$ cat config.mk
export PLATFORM = sky130hd
export DESIGN_NAME = mmio_port_responder
export DESIGN_NICKNAME = d
export VERILOG_FILES = /design/src/rtl/mmio_port_responder.sv
export SDC_FILE = /design/constraint.sdc
export NUM_CORES = 1
export LEC_CHECK = 0
export BUFFER_PORTS_ARGS = -buffer_cell sky130_fd_sc_hd__buf_2
export CAP_MARGIN = 25
export CORE_AREA = 2 2 127 129
export DETAILED_ROUTE_END_ITERATION = 10
export DIE_AREA = 0 0 129 131
export HOLD_SLACK_MARGIN = 0.03
export PLACE_DENSITY = 0.77
export SLEW_MARGIN = 20
export SYNTH_ARGS = -nofsm -noshare
export SYNTH_HDL_FRONTEND = slang
export SYNTH_SLANG_ARGS = --single-unit
$ cat constraint.sdc
create_clock -name clk -period 2.5 [get_ports clk]
set_input_delay 0.125 -clock clk [delete_from_list [all_inputs] [get_ports clk]]
set_output_delay 0.125 -clock clk [all_outputs]
set_load 0.01 [all_outputs]
$ cat src/rtl/mmio_port_responder.sv
// Memory-mapped I/O responder: output port, synchronized input port with sticky
// rising-edge capture, and a compare timer, all behind a 32-byte register window.
module mmio_port_responder #(
  parameter logic [31:0] BASE_ADDR = 32'h1001_0000,
  parameter int          IN_WIDTH  = 8
) (
  input  logic                clk,
  input  logic                reset,
  input  logic                MemRead,
  input  logic                MemWrite,
  input  logic [31:0]         Address,
  input  logic [31:0]         WriteData,
  output logic [31:0]         ReadData,
  output logic                Hit,
  input  logic [IN_WIDTH-1:0] PortIn,
  output logic [31:0]         PortOut,
  output logic                Irq
);

  localparam logic [2:0] IDX_PORT_OUT  = 3'd0;
  localparam logic [2:0] IDX_PORT_IN   = 3'd1;
  localparam logic [2:0] IDX_EDGE      = 3'd2;
  localparam logic [2:0] IDX_EDGE_MASK = 3'd3;
  localparam logic [2:0] IDX_CTRL      = 3'd4;
  localparam logic [2:0] IDX_COUNT     = 3'd5;
  localparam logic [2:0] IDX_CMP       = 3'd6;
  localparam logic [2:0] IDX_STATUS    = 3'd7;

  logic                sel;
  logic [2:0]          idx;
  logic                wr;
  logic                rd;

  logic [31:0]         port_out;
  logic [IN_WIDTH-1:0] sync1;
  logic [IN_WIDTH-1:0] sync;
  logic [IN_WIDTH-1:0] prev;
  logic [IN_WIDTH-1:0] edges;
  logic [IN_WIDTH-1:0] edge_mask;
  logic [1:0]          ctrl;
  logic [31:0]         count;
  logic [31:0]         cmp;
  logic                tick;

  logic [IN_WIDTH-1:0] rise;
  logic                cmp_hit;
  logic [31:0]         rd_word;

  assign sel     = (Address[31:5] == BASE_ADDR[31:5]) && (Address[1:0] == 2'b00);
  assign idx     = Address[4:2];
  assign wr      = sel && MemWrite;
  assign rd      = sel && MemRead && !MemWrite;
  assign rise    = sync & ~prev;
  assign cmp_hit = ctrl[0] && (count == cmp);

  // Input synchronizer plus one-cycle-delayed copy for edge detection.
  always_ff @(posedge clk or negedge reset) begin
    if (!reset) begin
      sync1 <= '0;
      sync  <= '0;
      prev  <= '0;
    end else begin
      sync1 <= PortIn;
      sync  <= sync1;
      prev  <= sync;
    end
  end

  always_ff @(posedge clk or negedge reset) begin
    if (!reset) begin
      port_out  <= '0;
      edges     <= '0;
      edge_mask <= '0;
      ctrl      <= '0;
    end else begin
      if (wr && idx == IDX_PORT_OUT)  port_out  <= WriteData;
      if (wr && idx == IDX_EDGE_MASK) edge_mask <= WriteData[IN_WIDTH-1:0];
      if (wr && idx == IDX_CTRL)      ctrl      <= WriteData[1:0];
      // Clear first, then OR in new rises so a coincident set wins.
      if (wr && idx == IDX_EDGE)
        edges <= (edges & ~WriteData[IN_WIDTH-1:0]) | rise;
      else
        edges <= edges | rise;
    end
  end

  always_ff @(posedge clk or negedge reset) begin
    if (!reset) begin
      count <= '0;
      cmp   <= 32'hFFFF_FFFF;
      tick  <= 1'b0;
    end else begin
      if (wr && idx == IDX_CMP) cmp <= WriteData;
      if (wr && idx == IDX_COUNT)
        count <= WriteData;
      else if (cmp_hit)
        count <= '0;
      else if (ctrl[0])
        count <= count + 32'd1;
      if (cmp_hit)
        tick <= 1'b1;
      else if (wr && idx == IDX_STATUS && WriteData[0])
        tick <= 1'b0;
    end
  end

  always_comb begin
    rd_word = '0;
    case (idx)
      IDX_PORT_OUT:  rd_word = port_out;
      IDX_PORT_IN:   rd_word[IN_WIDTH-1:0] = sync;
      IDX_EDGE:      rd_word[IN_WIDTH-1:0] = edges;
      IDX_EDGE_MASK: rd_word[IN_WIDTH-1:0] = edge_mask;
      IDX_CTRL:      rd_word[1:0] = ctrl;
      IDX_COUNT:     rd_word = count;
      IDX_CMP:       rd_word = cmp;
      IDX_STATUS:    rd_word[0] = tick;
      default:       rd_word = '0;
    endcase
  end

  // Read data is a one-cycle pulse; it returns to zero whenever no read is selected.
  always_ff @(posedge clk or negedge reset) begin
    if (!reset) begin
      ReadData <= '0;
      Hit      <= 1'b0;
    end else begin
      ReadData <= rd ? rd_word : 32'd0;
      Hit      <= rd;
    end
  end

  assign PortOut = port_out;
  assign Irq     = (tick & ctrl[1]) | (|(edges & edge_mask));

endmodule

==> flow_metrics.py, run 1 <==
metrics = {
    "run_status": {
        "run_status": "finished clean",
    },
    "power": {
        "leakagePower_nw": 4.956,
        "swShare_pct": 21.24,
        "netSwitchingPower_mw": 1.237,
        "p_int_mw": 4.589,
        "p_clk_share_pct": 46.1,
        "powerDensity_nw_per_um2": 553.8,
        "vdd_drop_max_mv": 0.4218,
        "p_comb_share_pct": 5.6,
        "sequentialPowerShare_pct": 48.3,
    },
    "min_path": {
        "timing.hold.worst_path_depth": 2,
        "hold_path_startpoint": "WriteData[0]",
        "min_delay_worst_endpoint": "PortOut[0]$_DFFE_PN0P_",
        "holdCritPathClass": "in2reg",
    },
    "worst_setup_path": {
        "reg2regPathDepth": 9,
        "path_depth": 9,
        "capturing_element_type_of_the_critical_path": "register",
        "critical_path.reg2reg.startpoint": "cmp[5]$_DFFE_PN1P_",
        "cp_data_arrival_time_ns": 2.75,
        "r2r_setup_slack_ns": 0.07,
        "path_delay_family": "simple AND/OR/NAND/NOR gates",
        "path_cells": "xnor2_1 > nand2_1 > or3b_4 > nor4_4 > buf_4 > buf_8 > o21ai_0 > a22o_1 > mux2_2",
        "critical_path.n_buffers_inverters": 2,
        "crit_path_max_incr_delay_ns": 0.55,
        "timing.critical_path.fanout_max": 11,
        "worst_path_max_delay_cell": "sky130_fd_sc_hd__dfstp_2",
        "cp_data_required_time_ns": 2.82,
        "critical_path.reg2reg.endpoint": "count[5]$_DFFE_PN0P_",
        "setup.worst_path.start_class": "register",
        "setup.worst_path.class": "reg2reg",
    },
    "route": {
        "vias": 6829,
        "vias_per_cell": 5.777,
        "detailedRoute.firstIterationViolations": 533,
        "average_detailed_routed_wire_length_per_instance_um": 18.42,
        "drt_pass1_iterations": 5,
        "antenna_left": 0,
        "route.detailed.drc": 0,
        "wirelength_um": 21770,
    },
    "floorplan": {
        "starting_density_of_the_core_pct": 53.53,
        "rows": 46,
        "dieHeight_um": 131,
        "core-area_sq_um": 15600,
        "die_w_um": 129,
        "fp.dieArea_sq_um": 16900,
        "io_pins": 142,
    },
    "clock_tree": {
        "clock_tree_from_tritoncts": "built",
        "worst_case_clock_buffer_depth": 2,
        "cts_root_buffer": "sky130_fd_sc_hd__clkbuf_16",
        "tritoncts_num_sinks": 172,
        "cts.htree.levels": 4,
        "clock_input_transition_at_the_sequential_cells_of_the_worst_setup_and_hold_paths_ns": 0.06,
        "clkLatencyLatePin_ns": 0.43,
        "numCtsBuffers": 17,
    },
    "synth": {
        "synth.avg_cell_area_sq_um": 10.94,
        "synthesis.yosys.warnings": 0,
        "synth_seq_cells": 172,
        "mappedNetlistArea_sq_um": 8349,
        "postSynthNetCount": 840,
        "yosys.cell_count.top_type": "sky130_fd_sc_hd__dfrtp_1",
        "synth_async_sr_flop_share_pct": 100.0,
        "count_of_flip_flops_with_a_built_in_enable_after_synthesis": 0,
        "ys_types": 53,
        "synthTopCellsByCount": "140 x sky130_fd_sc_hd__dfrtp_1, 78 x sky130_fd_sc_hd__mux2_2, 76 x sky130_fd_sc_hd__nor2_1",
        "synth_sequential_area_ratio_pct": 52.03,
        "syn_inst": 763,
        "portion_of_synthesized_cell_area_occupied_by_the_leading_cell_type_pct": 41.96,
        "dominantRegCellSynth": "sky130_fd_sc_hd__dfrtp_1",
        "netlist.top_cell.by_area": "sky130_fd_sc_hd__dfrtp_1",
        "synth.area.top_cells": "sky130_fd_sc_hd__dfrtp_1 42%, sky130_fd_sc_hd__mux2_2 11%, sky130_fd_sc_hd__dfstp_2 10%, sky130_fd_sc_hd__nor2_1 3.4%, sky130_fd_sc_hd__a22oi_1 3.3%",
    },
    "global_route": {
        "grt_antenna_before_repair": 0,
        "grt_use_total_pct": 26.47,
        "grt_pass1_vias": 6615,
        "grt.overflow.total": 0,
        "grt_first_pass_wirelength_um": 34220,
        "grt_start_max_net_pins": 66,
    },
    "placement": {
        "dp_hpwl_um": 14350,
        "finalWeightedCongestion": 0.8875,
        "numPortBuffers": 141,
        "placed_cell_area_sq_um": 9462,
        "dp_worst_setup_slack_ns": 0.003370,
    },
    "sta": {
        "fmax_mhz": 410.7,
        "final.setup.worst_slack_ns": 0.06519,
        "finalSetupViolations": 0,
        "min_period_over_period_pct": 97.39,
        "final_max_slew_viol_count": 0,
        "final-hold-violation-count": 0,
        "timing.final.crit_period_ns": 2.435,
        "worst_slew_pin_slew_ns": 0.6223,
        "fin_skew_ns": 0.007108,
        "max-slew-margin-rel_pct": 58.51,
    },
    "final_layout": {
        "final_layout_size_suffix_gt1_share_pct": 35.92,
        "finalNetCount": 1031,
        "final.fill_count": 1160,
        "synthToLayoutAreaGrowth_pct": 26.00,
        "postLayoutCoreUtil_pct": 67.45,
        "stdcell_area_sq_um": 10520,
        "antenna-diode-count": 0,
    },
    "flow_run": {
        "cap_violations": 0,
    },
}
## per-layer routing
metal	up-vias	routed length, um	GRT usage [%]	share of wire, %
met2	293	10380	42.58	48
met4	0	354	8.056	1.6
met1	3353	9596	36.41	44
li1	3153	-	-	-
met3	30	1439	5.700	6.6
met5	-	0	0	0
## layout by cell type, fill, tap and decap left out, drive strengths merged, types with 10 or more instances in the layout
cell type	instances
clkbuf	23
o21ai	34
dlygate4sd3	40
a21oi	28
a31oi	10
and3	10
nand2	50
nor3	15
dfrtp	140
inv	17
nor4	19
nand3	13
nand4	16
dfstp	32
mux2	78
xor2	30
a22oi	37
nor2	76
buf	188
a22o	27
## cell families (layout without fill, tap and decap cells)
kind of cell,count (synthesis),count (layout),synth area share (%)
mux,90,90,12.86
simple gates,234,234,14.58
xor+xnor,35,35,3.671
compound gates,158,158,12.74
fa+ha+maj,1,1,0.1498
buf+inv,73,276,3.971
flops,172,172,52.03
## stage by stage
step | hold WS (ns) | power (mW) | setup TNS, ns | std cells
finish | 0.05726 | 5.826 | 0 | 1182
global route | 0.03839 | 6.023 | -0.002948 | 1182
CTS | 0.03348 | 5.861 | 0 | 1180
detailed placement | 0.1726 | 3.140 | 0 | 1109
global placement | 0.1718 | 3.136 | 0 | 1109
floorplan | -0.1706 | 2.959 | 0 | 763
## flip-flops by register name, summed over array words and instances, names as in the netlist, 32 cells and up
register and flops:
ReadData 32, count 32, cmp 32, PortOut 32
## area by class of cell
cell class | count | area [sq um] | share of cell area, %
Sequential cell | 172 | 4344 | 41.29
Multi-Input combinational cell | 518 | 3722 | 35.38
Timing Repair Buffer | 228 | 1524 | 14.49
Clock buffer | 23 | 478.0 | 4.543
Tap cell | 216 | 270.3 | 2.569
Clock inverter | 8 | 117.6 | 1.118
Inverter | 17 | 63.81 | 0.6066
## power groups by stage
stage                     combinational, mW  clock [mW]  sequential, mW
after floorplan                      0.0983           0            2.86
after global placement                0.273           0            2.86
after detailed placement              0.277           0            2.86
after CTS                             0.327        2.72            2.81
after global routing                  0.360        2.85            2.81
final                                 0.325        2.69            2.81
## how the worst max path moves through the flow
| stage | start | end | slack (ns) |
|---|---|---|---|
| floorplan | count[0]$_DFFE_PN0P_ | count[24]$_DFFE_PN0P_ | 0.31 |
| global placement | cmp[23]$_DFFE_PN1P_ | count[5]$_DFFE_PN0P_ | 0.11 |
| detailed placement | cmp[25]$_DFFE_PN1P_ | count[5]$_DFFE_PN0P_ | 0.003 |
| CTS | cmp[25]$_DFFE_PN1P_ | count[5]$_DFFE_PN0P_ | 0.06 |
| global route | cmp[12]$_DFFE_PN1P_ | count[5]$_DFFE_PN0P_ | -0.003 |
| finish | cmp[5]$_DFFE_PN1P_ | count[5]$_DFFE_PN0P_ | 0.07 |
## what timing repair did
| item | in CTS | in global routing |
|---|---|---|
| hold buffers | 40 | 0 |
| hold endpoints to repair | 164 | 0 |
| gates cloned | 0 | 1 |
| pin swaps | 0 | 1 |
| setup endpoints to repair | 1 | 13 |
| gates resized for setup | 1 | 9 |
| buffers inserted | 0 | 1 |
(Power assumes the default switching activity.)
==> inputs of run 2 (changes only) <==
RECOVER_POWER = 25   (was not set)
==> run 2 against run 1 <==
The flow now finishes with violations (capacitance limit, slew limit). Clock power is essentially flat. Combinational power about the same. Setup slack is essentially flat. Critical path depth did not move. Critical path type unchanged. Count of clock-buffer cells in the layout unchanged. Die area is the same. Non-clock buffer count is the same. Fmax hardly changed. Total power is essentially flat. Final cell count did not move. Final area is 0.12% lower. Sequential power is essentially flat.
==> flow_metrics.py, run 2 (same netlist as run 1, synthesis figures left out) <==
metrics = {
    "worst_setup_path": {
        "capturing_element_type_of_the_critical_path": "register",
        "setup.worst_path.start_class": "register",
        "setup.worst_path.class": "reg2reg",
        "timing.critical_path.fanout_max": 11,
        "cp_data_required_time_ns": 2.82,
        "cp_data_arrival_time_ns": 2.75,
    },
    "final_layout": {
        "final_cells": 1182,
        "final.fill_count": 1163,
        "final_layout_size_suffix_gt1_share_pct": 35.40,
        "antenna-diode-count": 0,
        "stdcell_area_sq_um": 10510,
        "regArea_sq_um": 4344,
        "final_common_cell": "sky130_fd_sc_hd__dfrtp_1",
        "postLayoutCoreUtil_pct": 67.37,
        "synthToLayoutAreaGrowth_pct": 25.85,
        "layout.cells.most_common_list": "140 x sky130_fd_sc_hd__dfrtp_1, 136 x sky130_fd_sc_hd__buf_2, 78 x sky130_fd_sc_hd__mux2_2",
        "finalNetCount": 1031,
        "multi_input_comb_area_sq_um": 3722,
    },
    "sta": {
        "fmax_mhz": 410.7,
        "min_period_over_period_pct": 97.39,
        "fin_skew_ns": 0.005837,
        "worst_slew_pin_slew_ns": 1.678,
        "timing.final.crit_period_ns": 2.435,
        "max-slew-margin-rel_pct": -11.90,
        "final_max_slew_viol_count": 64,
        "final-hold-violation-count": 0,
        "finalSetupViolations": 0,
    },
    "route": {
        "wirelength_um": 21720,
        "drt_pass1_iterations": 6,
        "vias_per_cell": 5.774,
        "route.detailed.drc": 0,
        "average_detailed_routed_wire_length_per_instance_um": 18.38,
        "antenna_left": 0,
        "detailedRoute.firstIterationViolations": 573,
        "vias": 6825,
    },
    "floorplan": {
        "core-area_sq_um": 15600,
        "starting_density_of_the_core_pct": 53.53,
        "rows": 46,
        "io_pins": 142,
        "fp.dieArea_sq_um": 16900,
        "dieHeight_um": 131,
        "die_w_um": 129,
    },
    "global_route": {
        "grt.overflow.total": 0,
        "grt_start_max_net_pins": 66,
        "grt_antenna_before_repair": 0,
        "grt_pass1_vias": 6615,
        "grt_use_total_pct": 26.47,
        "grt_first_pass_wirelength_um": 34220,
    },
    "clock_tree": {
        "cts.htree.levels": 4,
        "tritoncts_num_sinks": 172,
        "cts_root_buffer": "sky130_fd_sc_hd__clkbuf_16",
        "clock_input_transition_at_the_sequential_cells_of_the_worst_setup_and_hold_paths_ns": 0.06,
        "numCtsBuffers": 17,
        "worst_case_clock_buffer_depth": 2,
        "clkLatencyLatePin_ns": 0.43,
        "clock_tree_from_tritoncts": "built",
    },
    "power": {
        "powerDensity_nw_per_um2": 554.0,
        "finalPower_mw": 5.822,
        "leakagePower_nw": 4.932,
        "vdd_drop_max_mv": 0.4229,
    },
    "min_path": {
        "holdCritPathClass": "in2reg",
    },
    "flow_run": {
        "cap_violations": 1,
    },
    "placement": {
        "numPortBuffers": 141,
        "finalWeightedCongestion": 0.8875,
        "numPlacedInstances": 1109,
        "dp_hpwl_um": 14350,
        "placed_cell_area_sq_um": 9462,
    },
    "run_status": {
        "failed_checks": "capacitance limit, slew limit",
        "run_status": "complete, but fails checks",
    },
}
==> run 2: changes by cell type in the layout (fill, tap and decap cells not counted) <==
cell	change
sky130_fd_sc_hd__buf_2	-5
sky130_fd_sc_hd__buf_6	-1
sky130_fd_sc_hd__clkbuf_1	+5
sky130_fd_sc_hd__clkbuf_2	+1
==> run 2: worst paths after layout <==
| path | startpoint | endpoint | slack, ns | depth (start not counted) |
|---|---|---|---|---|
| min in group asynchronous | reset | PortOut[1]$_DFFE_PN0P_ | 0.68 | 2 |
| hold reg to reg | sync1[3]$_DFF_PN0_ | sync[3]$_DFF_PN0_ | 0.35 | 0 |
| setup reg to reg | cmp[12]$_DFFE_PN1P_ | count[5]$_DFFE_PN0P_ | 0.07 | 9 |
| hold / removal | WriteData[0] | PortOut[0]$_DFFE_PN0P_ | 0.05 | 2 |
| setup / recovery | cmp[12]$_DFFE_PN1P_ | count[5]$_DFFE_PN0P_ | 0.07 | 9 |
| max in group asynchronous | reset | cmp[23]$_DFFE_PN1P_ | 0.71 | 3 |
==> run 2: layout make-up <==
type / instances / area share, %
Sequential cell: 172 / 41.34
Inverter: 17 / 0.6073
Clock buffer: 23 / 4.549
Multi-Input combinational cell: 518 / 35.43
Timing Repair Buffer: 228 / 14.38
Tap cell: 216 / 2.572
Clock inverter: 8 / 1.119
==> run 2: timing repair <==
item,CTS,global route
resized for setup,1,9
gates cloned,0,1
hold buffers,40,0
setup buffers,0,1
endpoints found under the setup margin,1,13
hold endpoints to repair,164,0
pin swaps,0,1
==> run 2: critical path: stages, from the launching register on <==
cell and delay [ns]:
sky130_fd_sc_hd__dfstp_2 0.56, sky130_fd_sc_hd__xor2_2 0.09, sky130_fd_sc_hd__nor4_2 0.29, sky130_fd_sc_hd__nand4_1 0.20
sky130_fd_sc_hd__nor4_4 0.30, sky130_fd_sc_hd__buf_4 0.19, sky130_fd_sc_hd__buf_8 0.13, sky130_fd_sc_hd__o21ai_0 0.09
sky130_fd_sc_hd__a22o_1 0.19, sky130_fd_sc_hd__mux2_2 0.26
==> run 2: where the power goes <==
part	switching, mW	leakage (nW)	total, mW	internal, mW
registers	0.00828	2.03	2.81	2.81
logic	0.180	2.61	0.324	0.143
clock network	1.05	0.293	2.68	1.64
==> run 2: metrics by stage <==
step / setup TNS [ns] / hold WS, ns / setup slack, ns
6_report: 0 / 0.04884 / 0.06537
2_1_floorplan: 0 / -0.1706 / 0.3126
3_5_place_dp: 0 / 0.1726 / 0.003370
4_1_cts: 0 / 0.03348 / 0.05564
5_1_grt: -0.002948 / 0.03839 / -0.002948
3_3_place_gp: 0 / 0.1718 / 0.1121
==> run 2: routing by layer <==
metal / up-vias / GRT usage (%) / wire, um
met1: 3342 / 36.41 / 9581
li1: 3157 / - / -
met4: 0 / 8.056 / 365
met3: 33 / 5.700 / 1415
met2: 293 / 42.58 / 10360
met5: - / 0 / 0
